$ cat config.mk
export PLATFORM = sky130hd
export DESIGN_NAME = booth_mul_seq
export DESIGN_NICKNAME = d
export VERILOG_FILES = /design/src/rtl/booth_mul_seq.sv
export SDC_FILE = /design/constraint.sdc
export NUM_CORES = 1
export LEC_CHECK = 0
export CORE_MARGIN = 2
export CORE_UTILIZATION = 50
export DETAILED_ROUTE_END_ITERATION = 7
export DONT_BUFFER_PORTS = 1
export PLACE_DENSITY = 0.64
export REMOVE_ABC_BUFFERS = 1
export SLEW_MARGIN = 30
export SYNTH_ARGS = -nofsm -noshare
export SYNTH_HDL_FRONTEND = slang
export SYNTH_SLANG_ARGS = --single-unit
$ cat constraint.sdc
create_clock -name clk -period 12 [get_ports clk]
set_input_delay 1.2 -clock clk [delete_from_list [all_inputs] [get_ports clk]]
set_output_delay 1.2 -clock clk [all_outputs]
set_load 0.02 [all_outputs]
$ cat src/rtl/booth_mul_seq.sv
// Iterative radix-4 Booth multiplier: signed 32x32 -> 64, one Booth digit per cycle.
// Operands arrive on a valid/ready handshake; the product is held on a valid/ready output.
module booth_mul_seq (
    input  logic        clk,
    input  logic        rst_n,
    input  logic        in_valid,
    output logic        in_ready,
    input  logic [31:0] a,
    input  logic [31:0] b,
    input  logic        flush,
    output logic        busy,
    output logic        out_valid,
    input  logic        out_ready,
    output logic [63:0] result
);

    localparam int unsigned OP_W   = 32;
    localparam int unsigned PP_W   = OP_W + 1;
    localparam int unsigned ACC_W  = 2 * OP_W;
    localparam int unsigned CNT_W  = 4;

    typedef enum logic [1:0] {IDLE, CALC, DONE} state_t;

    state_t             state_q;
    logic [OP_W-1:0]    a_q;
    // Multiplier with the implicit B[-1]=0 appended; shifted right two bits per digit.
    logic [PP_W-1:0]    b_q;
    logic [CNT_W-1:0]   cnt_q;
    logic [ACC_W-1:0]   acc_q;
    logic               in_ready_q;
    logic               busy_q;
    logic               out_valid_q;

    logic [2:0]         code_d;
    logic [PP_W-1:0]    mag_d;
    logic [PP_W-1:0]    pp_d;
    logic [1:0]         h_d;
    logic               neg_d;
    logic [ACC_W-1:0]   addend_d;
    logic [ACC_W-1:0]   acc_d;

    // Booth encoder: negative digits are one's complement plus an h=01 LSB correction.
    always_comb begin
        code_d = b_q[2:0];
        mag_d  = '0;
        neg_d  = 1'b0;
        case (code_d)
            3'b001, 3'b010: mag_d = {a_q[OP_W-1], a_q};
            3'b011:         mag_d = {a_q, 1'b0};
            3'b100: begin
                mag_d = {a_q, 1'b0};
                neg_d = 1'b1;
            end
            3'b101, 3'b110: begin
                mag_d = {a_q[OP_W-1], a_q};
                neg_d = 1'b1;
            end
            default: mag_d = '0;
        endcase
        pp_d     = neg_d ? ~mag_d : mag_d;
        h_d      = {1'b0, neg_d};
        addend_d = ({{(ACC_W-PP_W){pp_d[PP_W-1]}}, pp_d} + ACC_W'(h_d)) << {cnt_q, 1'b0};
        acc_d    = acc_q + addend_d;
    end

    // Sequencer; flush takes priority over both handshakes.
    always_ff @(posedge clk or negedge rst_n) begin
        if (!rst_n) begin
            state_q     <= IDLE;
            a_q         <= '0;
            b_q         <= '0;
            cnt_q       <= '0;
            acc_q       <= '0;
            in_ready_q  <= 1'b1;
            busy_q      <= 1'b0;
            out_valid_q <= 1'b0;
        end else if (flush) begin
            state_q     <= IDLE;
            cnt_q       <= '0;
            acc_q       <= '0;
            in_ready_q  <= 1'b1;
            busy_q      <= 1'b0;
            out_valid_q <= 1'b0;
        end else begin
            case (state_q)
                IDLE: begin
                    if (in_valid) begin
                        state_q    <= CALC;
                        a_q        <= a;
                        b_q        <= {b, 1'b0};
                        cnt_q      <= '0;
                        acc_q      <= '0;
                        in_ready_q <= 1'b0;
                        busy_q     <= 1'b1;
                    end
                end
                CALC: begin
                    acc_q <= acc_d;
                    b_q   <= {{2{b_q[PP_W-1]}}, b_q[PP_W-1:2]};
                    cnt_q <= cnt_q + CNT_W'(1);
                    if (cnt_q == CNT_W'(15)) begin
                        state_q     <= DONE;
                        busy_q      <= 1'b0;
                        out_valid_q <= 1'b1;
                    end
                end
                DONE: begin
                    if (out_ready) begin
                        state_q     <= IDLE;
                        out_valid_q <= 1'b0;
                        in_ready_q  <= 1'b1;
                    end
                end
                default: begin
                    state_q     <= IDLE;
                    in_ready_q  <= 1'b1;
                    busy_q      <= 1'b0;
                    out_valid_q <= 1'b0;
                end
            endcase
        end
    end

    assign in_ready  = in_ready_q;
    assign busy      = busy_q;
    assign out_valid = out_valid_q;
    assign result    = acc_q;

endmodule

# Word level (Yosys, flattened, before mapping)
# Index checks and enable logic that the tools add are counted.
[word_totals]
reg_bits = 138
in_bits = 69
out_inout_bits = 67
elab_cells = 74
[classes]
add_sub_neg = 3
n_eq_ne = 16
shift = 1
mux = 28
bitwise_logic = 3
reduce_logical = 14
[ops]
columns = ["op", "n"]
rows = [
  ["case mux 33 bit (2 select lines)", 2],
  ["two-way mux 64 bit", 2],
  ["case mux 64 bit (2 select lines)", 1],
  ["two-way mux 33 bit", 2],
  ["adder 64 bit", 1],
  ["<< shifter 64 x 5 -> 64 bit", 1],
  ["adder 33 x 2 -> 34 bit", 1],
  ["inverter 33 bit", 1],
  ["AND reduction 3 bit", 6],
  ["two-way mux 1 bit", 10],
  ["== test 3 bit (second input constant)", 3],
  ["inequality test 3 bit (second input constant)", 3],
  ["case mux 1 bit (3 select lines)", 3],
  ["two-way mux 2 bit", 4],
  ["two-way mux 4 bit", 2],
  ["inequality test 2 bit (second input constant)", 4],
  ["case mux 4 bit (2 select lines)", 1],
  ["== test 3 x 2 -> 1 bit (second input constant)", 2],
  ["case mux 2 bit (3 select lines)", 1],
  ["adder 4 x 1 -> 4 bit (second input constant)", 1],
  ["== test 4 bit (second input constant)", 1],
  ["AND reduction 4 bit", 1],
  ["OR reduction 4 bit", 1],
  ["== test 3 x 1 -> 1 bit (second input constant)", 1],
  ["other kinds (9)", 10],
]

# Depth between registers and ports, before layout
[depth]
word_depth = 10
mapped_depth = 31
depth_no_buf = 25

# Worst setup path after synthesis
# OpenSTA, ideal clock, no wires.
[synth_timing]
kind = "reg2reg"
start = "reg b_q[0]"
end = "reg acc_q[59], in the netlist result[59]"
setup_time_ps = 133
t_arrival_ps = 6733
t_required_ps = 11867
path_slack_ps = 5134
stages_incl_launch_ff = 30
path_buffers = 6
synth_period_minus_slack_ps = 6866
path_cell_list = "dfrtp_1 -> inv_1 -> ha_1 -> buf_2 -> buf_2 -> buf_2 -> clkbuf_1 -> buf_2 -> a22oi_1 -> xnor2_1 -> ha_1 -> or4b_1 -> nand2_1 -> a41oi_1 -> or2_1 -> xor2_1 -> mux4_2 -> mux4_2 -> ha_1 -> clkbuf_1 -> nand4_1 -> nor3_1 -> nand3_1 -> a2111oi_0 -> nor4_1 -> a31oi_1 -> a211oi_1 -> a21oi_1 -> xnor2_1 -> o21ai_0"
[synth_via]
elab_chain_len = 10
elab_cells_between_ends = 18
classes_between = "add/sub: 2; eq/ne: 6; shift: 1; mux: 5; bitwise: 1; reduce/logical: 3"
[synth_lines]
columns = ["element", "line", "text"]
rows = [
  ["from (decl)", "27", "logic [PP_W-1:0] b_q;"],
  ["from (signal assigned)", "90", "b_q <= {b, 1'b0};"],
  ["from (signal assigned)", "99", "b_q <= {{2{b_q[PP_W-1]}}, b_q[PP_W-1:2]};"],
  ["== test 3 bit, or another cell as far along", "47", "case (code_d)"],
  ["OR reduction 4 bit (no source line) / OR reduction 2 bit (equally long branches)", "n/a", ""],
  ["case mux 33 bit (2 select lines)", "47", ""],
  ["inverter 33 bit", "60", "pp_d = neg_d ? ~mag_d : mag_d;"],
  ["two-way mux 33 bit", "60", ""],
  ["adder 33 x 2 -> 34 bit (*)", "62", "addend_d = ({{(ACC_W-PP_W){pp_d[PP_W-1]}}, pp_d} + ACC_W'(h_d)) << {cnt_q, 1'b0};"],
  ["<< shifter 64 x 5 -> 64 bit (*)", "62", ""],
  ["adder 64 bit (*)", "63", "acc_d = acc_q + addend_d;"],
  ["case mux 64 bit (2 select lines) (*)", "85", "case (state_q)"],
  ["two-way mux 64 bit (*)", "77", "end else if (flush) begin"],
  ["to (signal assigned)", "73", "acc_q <= '0;"],
  ["to (signal assigned)", "80", "acc_q <= '0;"],
  ["to (signal assigned)", "92", "acc_q <= '0;"],
  ["to (decl)", "29", "logic [ACC_W-1:0] acc_q;"],
]
# Mark *: on every way between the ends. The rest lies on a longest branch, timed or not.
# A chain may end at the register's enable or synchronous reset.

# Final worst setup path
[layout_timing]
start = "reg b_q[1]"
end = "reg acc_q[59], in the netlist result[59]"
# Same word-level chain as after synthesis.

==> metrics.md <==
| Metric | Value |
|---|---|
| TritonCTS clock tree | `built` |
| Via Count | `12300` |
| Synth area leader | `dfrtp_1` |
| Final antenna-violating net count | `0` |
| Origin of the worst setup path | `b_q[1]` |
| Crit path launch type | `flip-flop` |
| Die width | `about 170 µm` |
| Crit path kind | `flip-flop to flip-flop` |
| R2r startpoint | `b_q[1]` |
| # diodes | `0` |
| Smallest setup slack after layout | `4140 ps` |
| Hold-fix buffers, CTS | `0` |
| Measured slew at the worst slew-check pin | `861 ps` |
| Initial DRC count | `1045` |
| Antenna violations before repair | `0` |
| GP Congestion | `0.942` |
| Avg WL per Cell | `19.6 µm` |
| Critical path capture point type | `flip-flop` |
| Vias in the first global route | `11400` |
| Seq/Total Area, Yosys | `25.7%` |
| Num rows | `60` |
| Util after Layout | `53.4%` |
| Die H | `~170 µm` |
| Most frequent cells in the layout | `209 x nand2_1, 187 x o21ai_0, 137 x dfrtp_1` |
| TritonRoute pass-1 iters | `5` |
| Congestion Overflow GR | `0` |
| WL final | `38.0 mm` |
| Crit path DAT | `8160 ps` |
| Final min period | `7860 ps` |
| Layout cell share with drive strength beyond 1 | `9.23%` |
| Top FF cell, synth | `dfrtp_1` |
| Largest cells by area after synthesis | `dfrtp_1 25%, ha_1 7.5%, o21ai_0 7.0%` |
| Number of synthesized flops with an enable pin | `0` |
| Hold Violations, Final | `0` |
| Area Growth Syn to Fin | `5.71%` |
| Synth warn | `0` |
| TNS Setup | `0 ps` |
| Leakage Power | `5.99 nW` |
| Overall routing resource usage | `26.8%` |
| Max Slew Vio Count | `0` |
| Num CTS Buffers | `17` |
| Filler Cells Inserted | `2510` |
| DR vias/cell | `about 6.3` |
| Post-DP HPWL | `28.4 mm` |
| Nets@finish | `1742` |
| Post_cts resized | `0` |
| Max Buffers Root-to-Sink | `2` |
| Largest net degree at the start of global routing | `139` |
| I/O pin count | `136` |
| Core ar. | `26700 µm²` |
| Synth Area per Inst | `8.10 µm²` |
| Type of the tightest min-delay check | `input pin to asynchronous set/reset pin` |
| Peak Freq | `0.127 GHz` |
| PortBufs | `0` |
| PD cells | `298 nW/µm²` |
| Share of synthesized registers carrying an async set or reset | `100%` |
| Setup bufs post-CTS | `0` |
| Hold_ws | `455 ps` |
| DIE AREA | `roughly 28000 µm²` |
| Clk_lat worst skew | `440 ps` |
| First-pass GRT wire length | `61.9 mm` |
| Commonest non-fill, non-tap cell in the layout | `nand2_1` |
| Clock Skew | `roughly 11 ps` |
| FF+latch count, synth | `138` |
| Worst reg2reg endpoint | `result[59]` |
| Endpoints failing setup | `0` |
| Synth Cell Area | `13500 µm²` |
| Unique masters post-synth | `just over 90` |
| Clock transition at path regs | `70 ps` |
| Setup WS pre-CTS | `4220 ps` |
| Post-route DRC | `0` |
| Reg2Reg Setup Slack | `4140 ps` |
| Number of max-cap violations | `0` |
| Final period utilization | `about two thirds` |
| Clock sinks | `138` |
| RSZ-0062 raised after global routing | `false` |
| Worst EP required | `12290 ps` |
| Rel. slew slack | `42.6%` |
| Htree depth | `4` |
| R2R cell count | `25` |
| Clk root buf | `clkbuf_16` |
| Initial core utilization | `between 50% and 60%` |
| IR drop worst, VDD | `around 120 µV` |
| Post-synthesis cell count | `1661` |
| Status | `finished clean` |
| Top-area cell type share of the netlist area | `25.5%` |
| Worst-path maximum fanout | `60` |
==> area by class of cell <==
type | instances | area, µm² | share of cell area (%)
Multi-Input combinational cell | 1384 | 9450 | 66.5
Sequential cell | 138 | 3450 | 24.3
Tap cell | 341 | 427 | 3.00
Clock buffer | 17 | 425 | 2.99
Clock inverter | 15 | 196 | 1.38
Timing Repair Buffer | 16 | 140 | 0.985
Inverter | 34 | 128 | 0.897
==> worst max-delay path, stage by stage, from the launching register on <==
cell       delay [ps]
dfrtp_1           390
inv_1              80
ha_2              320
buf_4             500
a22oi_1           200
xnor2_1           190
ha_1              300
or4b_1            540
a2bb2oi_2         210
and4_1            460
nand3_2           140
xnor2_2           310
mux2_2            290
mux2i_1            80
mux4_2            490
ha_1              430
nand4_1           150
nor3_1            260
nand3_1           130
a2111oi_1         760
nor4_1            110
a31oi_1           500
a211oi_1          250
a21oi_1           340
xnor2_1           160
o21ai_0            90
==> sequential cells by signal (all words and copies together), names as in the netlist <==
signal	cells
a_q	32
b_q	33
busy	1
cnt_q	4
in_ready	1
out_valid	1
result	64
state_q	2
==> through the flow <==
step,std cells,area [µm²],power [mW]
floorplan,1556,13000,2.92
finish,1945,14200,4.23
detailed placement,1913,13600,3.63
global placement,1912,13600,3.60
CTS,1945,14200,4.20
global route,1945,14200,4.57
==> power breakdown <==
part,internal [mW],total (mW),switching (mW)
clock,0.286,0.557,0.271
sequential,0.590,0.817,0.227
combinational,1.08,2.86,1.78
total,1.96,4.23,2.28
==> logic make-up after synthesis <==
group / Yosys count / share of synthesized area [%]
AND/OR/NAND/NOR: 501 / 17.7
flip-flops: 138 / 25.7
XOR/XNOR: 99 / 6.50
AO/OA/AOI/OAI: 593 / 29.2
multiplexers: 109 / 8.95
buffers and inverters: 139 / 4.39
adder cells (fa/ha/maj): 82 / 7.68
==> layer usage <==
metal	global-route usage [%]	vias up	part of all wire, %
li1	-	6057	-
met1	38.9	5838	49
met2	41.8	354	44
met3	3.78	47	5.0
met4	7.18	0	2.0
met5	0	-	0
==> how the worst max path moves through the flow <==
stage                 endpoint  slack [ps]  cells past startpoint
finish              result[59]        4140                     25
global route        result[59]        3550                     25
floorplan           result[59]        4120                     22
detailed placement  result[59]        4220                     25
CTS                 result[59]        4160                     25
global placement    result[59]        4350                     25
==> cells in the mapped netlist (all sizes together), types with 30 or more instances <==
library cell and instances:
mux2 44, o21ai 192, clkbuf 79, a31oi 30
a21o 31, dfrtp 137, inv 32, nand2 209
nand3 30, xnor2 67, a21oi 117, nor2 107
mux2i 61, xor2 32, ha 81
Note: power is estimated with default switching activity, not from simulation.
